==> config.mk <==
export PLATFORM = sky130hd
export DESIGN_NAME = if_fetch
export DESIGN_NICKNAME = d
export VERILOG_FILES = /design/src/rtl/if_fetch_pkg.sv /design/src/rtl/if_fetch_buf.sv /design/src/rtl/if_fetch.sv
export SDC_FILE = /design/constraint.sdc
export NUM_CORES = 1
export LEC_CHECK = 0
export BUFFER_PORTS_ARGS = -buffer_cell sky130_fd_sc_hd__buf_2
export CAP_MARGIN = 20
export CORE_MARGIN = 2
export CORE_UTILIZATION = 50
export CTS_CLUSTER_DIAMETER = 60
export DETAILED_ROUTE_END_ITERATION = 8
export MAX_ROUTING_LAYER = met4
export PLACE_DENSITY = 0.74
export SLEW_MARGIN = 20
export SYNTH_ARGS = -nofsm -noshare
export SYNTH_HDL_FRONTEND = slang
export SYNTH_SLANG_ARGS = --single-unit
==> constraint.sdc <==
create_clock -name clk -period 4.35 [get_ports clk]
set_input_delay 0.87 -clock clk [delete_from_list [all_inputs] [get_ports clk]]
set_output_delay 0.87 -clock clk [all_outputs]
set_load 0.03 [all_outputs]
==> src/rtl/if_fetch_pkg.sv <==
// if_fetch_pkg: shared widths, constants, FSM encoding and buffer entry type for the IF stage.
// Latency: n/a (declarations only).
// Backpressure: n/a.
package if_fetch_pkg;

  localparam int InstAddrBus = 32;
  localparam int InstBus     = 32;

  localparam logic [InstBus-1:0] ZeroWord  = 32'h0000_0000;
  localparam logic               RstEnable = 1'b1;

  typedef enum logic [1:0] {
    IDLE  = 2'd0,  // no request on the memory port
    BUSY  = 2'd1,  // request outstanding, returned word is kept
    DRAIN = 2'd2   // request outstanding, returned word belongs to a dead stream
  } fetch_state_e;

  typedef struct packed {
    logic [InstAddrBus-1:0] pc;
    logic [InstBus-1:0]     inst;
  } fetch_entry_t;

  // Sequential PC step; wraps modulo 2^32 and keeps any misalignment as-is.
  function automatic logic [InstAddrBus-1:0] pc_inc(input logic [InstAddrBus-1:0] pc);
    return pc + 32'd4;
  endfunction

endpackage

==> src/rtl/if_fetch_buf.sv <==
// if_fetch_buf: 2-entry {pc,inst} FIFO; slot 0 is always the head.
// Latency: a push is visible at the head in the cycle after the write edge.
// Backpressure: none internally; the caller never pushes into a full buffer.
// Ports: clk/rst (sync, active-high); push_i with push_pc_i/push_inst_i; pop_i drops the head;
//        clear_i empties the buffer (wins over push/pop); head_pc_o/head_inst_o raw head; count_o 0..2.
module if_fetch_buf
  import if_fetch_pkg::*;
(
  input  logic        clk,
  input  logic        rst,
  input  logic        push_i,
  input  logic [31:0] push_pc_i,
  input  logic [31:0] push_inst_i,
  input  logic        pop_i,
  input  logic        clear_i,
  output logic [31:0] head_pc_o,
  output logic [31:0] head_inst_o,
  output logic [1:0]  count_o
);

  fetch_entry_t [1:0] ent_q, ent_d;
  logic [1:0]         count_q, count_d;
  logic               wr_idx;

  // Write slot after the optional pop has shifted slot 1 down.
  assign wr_idx = pop_i ? (count_q == 2'd2) : (count_q != 2'd0);

  always_comb begin
    ent_d   = ent_q;
    count_d = count_q;
    if (clear_i) begin
      count_d = 2'd0;
    end else begin
      if (pop_i) begin
        ent_d[0] = ent_q[1];
      end
      if (push_i) begin
        ent_d[wr_idx].pc   = push_pc_i;
        ent_d[wr_idx].inst = push_inst_i;
      end
      count_d = count_q + {1'b0, push_i} - {1'b0, pop_i};
    end
  end

  always_ff @(posedge clk) begin
    if (rst == RstEnable) begin
      ent_q   <= '0;
      count_q <= 2'd0;
    end else begin
      ent_q   <= ent_d;
      count_q <= count_d;
    end
  end

  assign head_pc_o   = ent_q[0].pc;
  assign head_inst_o = ent_q[0].inst;
  assign count_o     = count_q;

endmodule

==> src/rtl/if_fetch.sv <==
// if_fetch: MIPS IF stage; owns the PC, fetches over a req/ack port and buffers up to two words for IF/ID.
// Latency: ack at edge N gives if_valid_o in cycle N+1; zero-wait memory sustains one word per cycle.
// Backpressure: stall_i holds the head; with two words buffered and stall held no new request is issued.
// Ports: clk/rst (sync, active-high); stall_i, flush_i, new_pc_i from ctrl; branch_flag_i, branch_target_i
//        from ID; imem_req_o/imem_addr_o/imem_ack_i/imem_rdata_i instruction memory port;
//        if_pc_o/if_inst_o/if_valid_o head word to IF/ID; stallreq_o asks ctrl to stall while empty.
module if_fetch
  import if_fetch_pkg::*;
#(
  parameter logic [31:0] RESET_PC = 32'h0000_0000
) (
  input  logic        clk,
  input  logic        rst,
  input  logic        stall_i,
  input  logic        flush_i,
  input  logic [31:0] new_pc_i,
  input  logic        branch_flag_i,
  input  logic [31:0] branch_target_i,
  output logic        imem_req_o,
  output logic [31:0] imem_addr_o,
  input  logic        imem_ack_i,
  input  logic [31:0] imem_rdata_i,
  output logic [31:0] if_pc_o,
  output logic [31:0] if_inst_o,
  output logic        if_valid_o,
  output logic        stallreq_o
);

  fetch_state_e            state_q, state_d;
  logic [InstAddrBus-1:0]  pc_q, pc_d;
  logic [InstAddrBus-1:0]  addr_q, addr_d;
  logic                    req_q, req_d;

  logic [1:0]              buf_count;
  logic [InstAddrBus-1:0]  buf_pc;
  logic [InstBus-1:0]      buf_inst;

  logic                    consume, branch_take, redirect;
  logic                    ack_acc, push, outstanding_nxt, start;
  logic [1:0]              count_nxt;
  logic [InstAddrBus-1:0]  pc_redir;

  // A stalled branch is ignored: ID re-presents it once the stall lifts.
  assign consume     = !stall_i && (buf_count != 2'd0) && !flush_i;
  assign branch_take = branch_flag_i && !stall_i && !flush_i;
  assign redirect    = flush_i || branch_take;

  // req_q is low in the cycle after reset, so an ack there (or during reset) is ignored.
  assign ack_acc = imem_ack_i && req_q;
  assign push    = ack_acc && (state_q == BUSY) && !redirect;

  // On a branch the delay slot leaves as a normal pop and the second entry is discarded,
  // so both redirect kinds leave the buffer empty.
  assign count_nxt = redirect ? 2'd0 : (buf_count + {1'b0, push} - {1'b0, consume});
  assign pc_redir  = flush_i ? new_pc_i : (branch_take ? branch_target_i : pc_q);

  // Start only once the port is free and the buffer will have room for the reply,
  // which keeps buffered + outstanding at most two.
  assign outstanding_nxt = (state_q != IDLE) && !ack_acc;
  assign start           = !outstanding_nxt && (count_nxt <= 2'd1);

  always_ff @(posedge clk) begin
    if (rst == RstEnable) begin
      state_q <= IDLE;
    end else begin
      state_q <= state_d;
    end
  end

  always_comb begin
    state_d = state_q;
    if (start) begin
      state_d = BUSY;
    end else if (!outstanding_nxt) begin
      state_d = IDLE;
    end else if (redirect) begin
      // The pending reply now belongs to the old stream.
      state_d = DRAIN;
    end
  end

  always_comb begin
    req_d  = (state_d != IDLE);
    addr_d = start ? pc_redir : addr_q;
    pc_d   = start ? pc_inc(pc_redir) : pc_redir;
  end

  always_ff @(posedge clk) begin
    if (rst == RstEnable) begin
      req_q  <= 1'b0;
      addr_q <= ZeroWord;
      pc_q   <= RESET_PC;
    end else begin
      req_q  <= req_d;
      addr_q <= addr_d;
      pc_q   <= pc_d;
    end
  end

  if_fetch_buf u_buf (
    .clk         (clk),
    .rst         (rst),
    .push_i      (push),
    .push_pc_i   (addr_q),
    .push_inst_i (imem_rdata_i),
    .pop_i       (consume),
    .clear_i     (redirect),
    .head_pc_o   (buf_pc),
    .head_inst_o (buf_inst),
    .count_o     (buf_count)
  );

  assign imem_req_o  = req_q;
  assign imem_addr_o = addr_q;
  assign if_valid_o  = (buf_count != 2'd0);
  assign stallreq_o  = (buf_count == 2'd0);
  assign if_pc_o     = if_valid_o ? buf_pc : ZeroWord;
  assign if_inst_o   = if_valid_o ? buf_inst : ZeroWord;

endmodule

==> results of run 1 <==
## cells by family (layout without fill, tap and decap cells)
family | Yosys count | in the layout | synth area share (%)
AND/OR/NAND/NOR | 505 | 505 | 26.4
adder cells (fa/ha/maj) | 2 | 2 | 0.266
AO/OA/AOI/OAI | 243 | 243 | 16.9
multiplexers | 79 | 79 | 8.54
buffers and inverters | 112 | 272 | 5.29
flip-flops | 197 | 197 | 41.9
XOR/XNOR | 7 | 7 | 0.652
## path summary, 6_finish.rpt
path	cells past startpoint	slack (ns)	start	to
max	9	0.82	branch_flag_i	pc_q[27]
min	2	0.45	u_buf.ent_q[90]	u_buf.ent_q[90]
max reg2reg	8	1.39	state_q[0]	pc_q[27]
min reg2reg	2	0.45	u_buf.ent_q[90]	u_buf.ent_q[90]
## report_power, final
| group | internal [uW] | total (uW) | switching (uW) | leakage [uW] |
|---|---|---|---|---|
| Clock | 1030 | 1730 | 698 | 0.000304 |
| Combinational | 182 | 525 | 343 | 0.00232 |
| Sequential | 1870 | 1920 | 53.6 | 0.00160 |
## state kept, by name (all words and copies together) (netlist names)
register	count
pc_q	32
u_buf.count_o	2
u_buf.head_pc_o	32
imem_req_o	1
state_q	2
imem_addr_o	32
u_buf.ent_q	64
u_buf.head_inst_o	32
## worst min-delay path: cells and delay by family, from the launching register on
kind / cells / cell delay, ns
AO/OA/AOI/OAI: 1 / 0.05
flip-flops: 1 / 0.31
AND/OR/NAND/NOR: 1 / 0.05
## cell usage in the layout, fill, tap and decap left out, drive strengths merged, types with 3 or more instances in the layout
cell	Yosys	routed
or4bb	6	6
inv	17	18
o211ai	3	3
nand2	223	223
nand2b	10	10
a311o	6	6
or2	3	3
mux2i	69	69
and3	6	6
nor2	100	100
and2	73	73
o211a	3	3
clkinvlp	0	4
nand4	14	14
o311ai	6	6
o21ai	14	14
nor2b	9	9
or4	6	6
bufinv	0	5
o21a	3	3
nand4bb	5	5
nand3	10	10
o311a	9	9
dfxtp	197	197
xnor2	4	4
a21oi	118	118
a221oi	6	6
a211oi	63	63
buf	32	223
xor2	3	3
clkinv	1	4
nor4bb	6	6
o31ai	5	5
clkbuf	62	18
or3	6	6
nor3	4	4
nor4	10	10
nor4b	6	6
mux2	10	10
## per-stage QoR
step / hold WS (ns) / area [um^2]
detailed placement: 0.446 / 10500
finish: 0.454 / 11200
global placement: 0.441 / 10500
global route: 0.464 / 11200
CTS: 0.455 / 11200
floorplan: 0.436 / 9410
## layout make-up
class	count	area (um^2)	share of cell area [%]
Tap cell	234	293	2.62
Sequential cell	197	3940	35.3
Timing Repair Buffer	223	1220	10.9
Clock buffer	18	439	3.94
Inverter	18	67.6	0.606
Multi-Input combinational cell	836	4990	44.7
Clock inverter	13	204	1.83
## per-layer routing
metal	part of all wire, %	GRT usage [%]	up-vias
met5	0	-	-
met4	2.3	8.26	0
met3	6.8	4.76	40
met2	45	37.5	353
met1	46	33.6	3940
li1	-	-	4292
==> flow_metrics.tcl, run 1 <==
set metrics [dict create \
    ant_nets 0 \
    min_period_ns 3.53 \
    postCtsResizedCells 0 \
    cts_tree "built" \
    finalNonFillerCells 1539 \
    drtPass1Iterations 5 \
    place_inst 1508 \
    grt_overflow 0 \
    cp_num_buf_inv 1 \
    routedWlPerCell_um 15.9 \
    async_reset_ff_share_pct 0 \
    grt_pass1_wl_um 39000 \
    grt_max_degree 107 \
    leakagePower_uw 0.00423 \
    synth_seq_area_share_pct 41.9 \
    start_util_pct 50.6 \
    finish.utilization_pct 60.0 \
    p_total_uw 4180 \
    cts_setup_buffers 0 \
    yosysMostFrequentCell "nand2_1" \
    worst_pin_slew_ns 0.815 \
    cts_hold_buf 0 \
    gp_congestion 0.971 \
    crit_type "in -> reg" \
    required_ns 4.68 \
    slowest_delay_ns 0.58 \
    dp_hpwl_um 16900 \
    ys_types 62 \
    timing.slew.headroom_pct 45.7 \
    synth_top_area_share_pct 41.9 \
    setup_violations 0 \
    cp.arrival_ns 3.86 \
    rsz0062_at_grt "false" \
    numCtsBuffers 17 \
    fmax_ghz 0.283 \
    antenna_found_initial 0 \
    yosysTopAreaCell "dfxtp_1" \
    synth_ff_type "dfxtp_1" \
    worst_slack_ns 0.818 \
    die_width_um 141 \
    rows 50 \
    max-vdd-ir-drop_v 0.000300 \
    netlist_top_cells_area "dfxtp_1, nand2_1, mux2i_1, a21oi_1, a211oi_1" \
    h-tree-depth 4 \
    period_share_pct 81.2 \
    pwr_density_cell_nw_per_um2 374 \
    cts_sinks 197 \
    yosysWarningCount 0 \
    tns_ns 0 \
    syn_area_um2 9410 \
    finalWirelength_um 24500 \
    path_cells "buf_2, nor2b_2, nor4_1, ha_1, xor2_1, o21a_1, nand3_1, nor4_2, mux2_1" \
    grt_usage_pct 24.8 \
    end_kind "flip-flop" \
    port_buffers 200 \
    cts_root_buf "clkbuf_16" \
    status "finished clean" \
    dp_slack_ns 0.401 \
    drc_errors 0 \
    drtIter0Drc 793 \
    crit_slowest_cell "nor4_1" \
    clk_pin_slew_worst_paths_ns 0.08 \
    hold_viol_final 0 \
    synth-edff-count 0 \
    areaGrowthSynthToFinish_pct 18.6 \
    synth_fp_nets 1249 \
    hold_path.class "reg -> reg" \
    cts_buffer_depth 2 \
    worst_setup_path_start_kind "primary input" \
    drive_gt1_share_pct 21.5 \
    n_fill_cell 1691 \
    synth-seq-cells 197 \
    dieArea_um2 19900 \
    avgSynthCellArea_um2 8.22 \
    routed_via_density 5.60 \
    nNetsFinal 1397 \
    slew_violations 0 \
    io_pins 201 \
    yosys-top-cells-count "nand2_1, dfxtp_1, a21oi_1" \
    critPathMaxFanout 27 \
    cap_violations 0 \
    antenna_cells 0 \
    clock-skew-final_ns 0.0135 \
    clkLatencyLatePin_ns 0.44 \
    vias 8625 \
    die_h_um 141 \
    grt_pass1_vias 7641 \
    core-area_um2 18600 \
    syn_inst 1145 \
    cp_top_family "simple AND/OR/NAND/NOR gates" \
]
(Power assumes the default switching activity.)
==> run 2, diff against run 1 <==
--- a/config.mk
+++ b/config.mk
@@ -12,7 +12,7 @@
 export CTS_CLUSTER_DIAMETER = 60
 export DETAILED_ROUTE_END_ITERATION = 8
 export MAX_ROUTING_LAYER = met4
-export PLACE_DENSITY = 0.74
+export PLACE_DENSITY = 0.77
 export SLEW_MARGIN = 20
 export SYNTH_ARGS = -nofsm -noshare
 export SYNTH_HDL_FRONTEND = slang
==> constraint.sdc (replaced) <==
create_clock -name clk -period 2.9 [get_ports clk]
set_input_delay 0.58 -clock clk [delete_from_list [all_inputs] [get_ports clk]]
set_output_delay 0.58 -clock clk [all_outputs]
set_load 0.03 [all_outputs]
==> run 2 against run 1 <==
Clock-buffer cell count unchanged. Wire length increased by 3.2%. Final cell count increased by 5.1%. Global-route usage increased by 0.86 points. Total power increased by 51%. First-iteration DRC count decreased by 31%.
==> flow_metrics.tcl, run 2 (synthesis results as in run 1) <==
set metrics [dict create \
    drive_gt1_share_pct 26.4 \
    h-tree-depth 4 \
    max-vdd-ir-drop_v 0.000418 \
    cp_num_buf_inv 2 \
    crit-reg2reg-launch "pc_q[6]" \
    mostFrequentLayoutCells "nand2_1, buf_2, dfxtp_1" \
    status "finished clean" \
    worst_setup_path_start_kind "primary input" \
    hold_ws_ns 0.400 \
    rsz0062_at_grt "false" \
    cts_hold_buf 0 \
    p_switching_uw 1660 \
    crit_slowest_cell "or4_1" \
    hp-start "imem_rdata_i[21]" \
    clk_pin_slew_worst_paths_ns 0.07 \
    grt_overflow 0 \
    clkPwrFrac_pct 39.6 \
    seqPwrFrac_pct 45.8 \
    grt_usage_pct 25.7 \
    slew_violations 0 \
    pwr_density_cell_nw_per_um2 530 \
    drtPass1Iterations 7 \
    finalWirelength_um 25300 \
    slowest_delay_ns 0.71 \
    hold_path.class "in -> reg" \
    final_common_cell "nand2_1" \
    grt_max_degree 90 \
    grt_pass1_vias 7885 \
    routed_via_density 5.46 \
    largest_reg_flops 64 \
    drtIter0Drc 544 \
    cap_violations 0 \
    cp.arrival_ns 3.05 \
    areaGrowthSynthToFinish_pct 26.1 \
    p_comb_share_pct 14.6 \
    io_pins 201 \
    routedWlPerCell_um 15.7 \
    critPathMaxFanout 20 \
    ant_nets 0 \
    clkLatencyLatePin_ns 0.43 \
    numCtsBuffers 17 \
    cts_setup_buffers 0 \
    worst_pin_slew_ns 0.702 \
    postCtsResizedCells 0 \
    rows 50 \
    ff2ff_setup_slack_ns 0.43 \
    drc_errors 0 \
    n_fill_cell 1587 \
    fmax_ghz 0.367 \
    antenna_found_initial 0 \
    leakagePower_uw 0.00463 \
    setup_violations 0 \
    cts_buffer_depth 2 \
    path_cells "buf_2, buf_4, o311ai_0, nand2_1, or4_1, nor4_2, mux2_2" \
    critPathLaunch "flush_i" \
    cts_root_buf "clkbuf_16" \
    cts_sinks 197 \
    timing.slew.headroom_pct 53.2 \
    cts_tree "built" \
    core-area_um2 18600 \
    crit_type "in -> reg" \
    cp_top_family "simple AND/OR/NAND/NOR gates" \
    hold_viol_final 0 \
    gp_congestion 0.934 \
    die_h_um 141 \
    start_util_pct 50.6 \
    grt_pass1_wl_um 40400 \
    required_ns 3.22 \
    clock-skew-final_ns 0.0139 \
    port_buffers 200 \
    max_flop_register "u_buf.ent_q" \
    nNetsFinal 1476 \
    dieArea_um2 19900 \
    antenna_cells 0 \
    period_share_pct 94.1 \
    switching_share_pct 26.3 \
    intPower_uw 4640 \
    p_total_uw 6290 \
    vias 8827 \
    dp_hpwl_um 18000 \
    end_kind "flip-flop" \
    min_period_ns 2.73 \
    die_width_um 141 \
]
run 2: cell count changes in the layout (fill, tap and decap cells not counted), sizes merged:
cell / change
buf: +79
bufinv: -1
clkinvlp: -1
inv: +1
run 2: tightest hold or removal path, delay by kind of cell:
family                 cells  cell delay (ns)
AND/OR/NAND/NOR            1             0.05
buffers and inverters      1             0.10
AO/OA/AOI/OAI              1             0.05
run 2: path summary, 6_finish.rpt:
kind / end / depth (start not counted)
max reg2reg: pc_q[19] / 6
min: u_buf.ent_q[85] / 3
max: pc_q[19] / 7
min reg2reg: u_buf.ent_q[99] / 2
run 2: final cells by class:
cell class	instances	area [um^2]	area share, %
Clock buffer	18	439	3.70
Clock inverter	12	179	1.51
Inverter	18	67.6	0.569
Multi-Input combinational cell	836	5050	42.5
Sequential cell	197	3940	33.2
Tap cell	234	293	2.47
Timing Repair Buffer	302	1900	16.0
run 2: through the flow:
stage	utilization, %	TNS (ns)	worst slack [ns]	cells	cell area [um^2]
after floorplan	-	-0.118	-0.0595	1145	9490
after global placement	60.6	-1.50	-0.199	1587	11300
after detailed placement	60.6	-2.94	-0.245	1587	11300
after CTS	63.9	0	0.209	1617	11900
after global routing	63.9	0	0.0475	1617	11900
final	63.9	0	0.172	1617	11900
run 2: power groups by stage:
| stage | sequential (uW) | combinational (uW) | clock [uW] |
|---|---|---|---|
| after floorplan | 3010 | 446 | 0 |
| after global placement | 2940 | 891 | 0 |
| after detailed placement | 2940 | 904 | 0 |
| after CTS | 2880 | 908 | 2530 |
| after global routing | 2900 | 995 | 2630 |
| final | 2880 | 917 | 2490 |
run 2: per-layer routing:
layer | GRT usage (%) | part of all wire [%]
met5 | - | 0
met4 | 8.11 | 2.4
met3 | 4.01 | 4.8
met2 | 39.6 | 46
met1 | 34.8 | 47
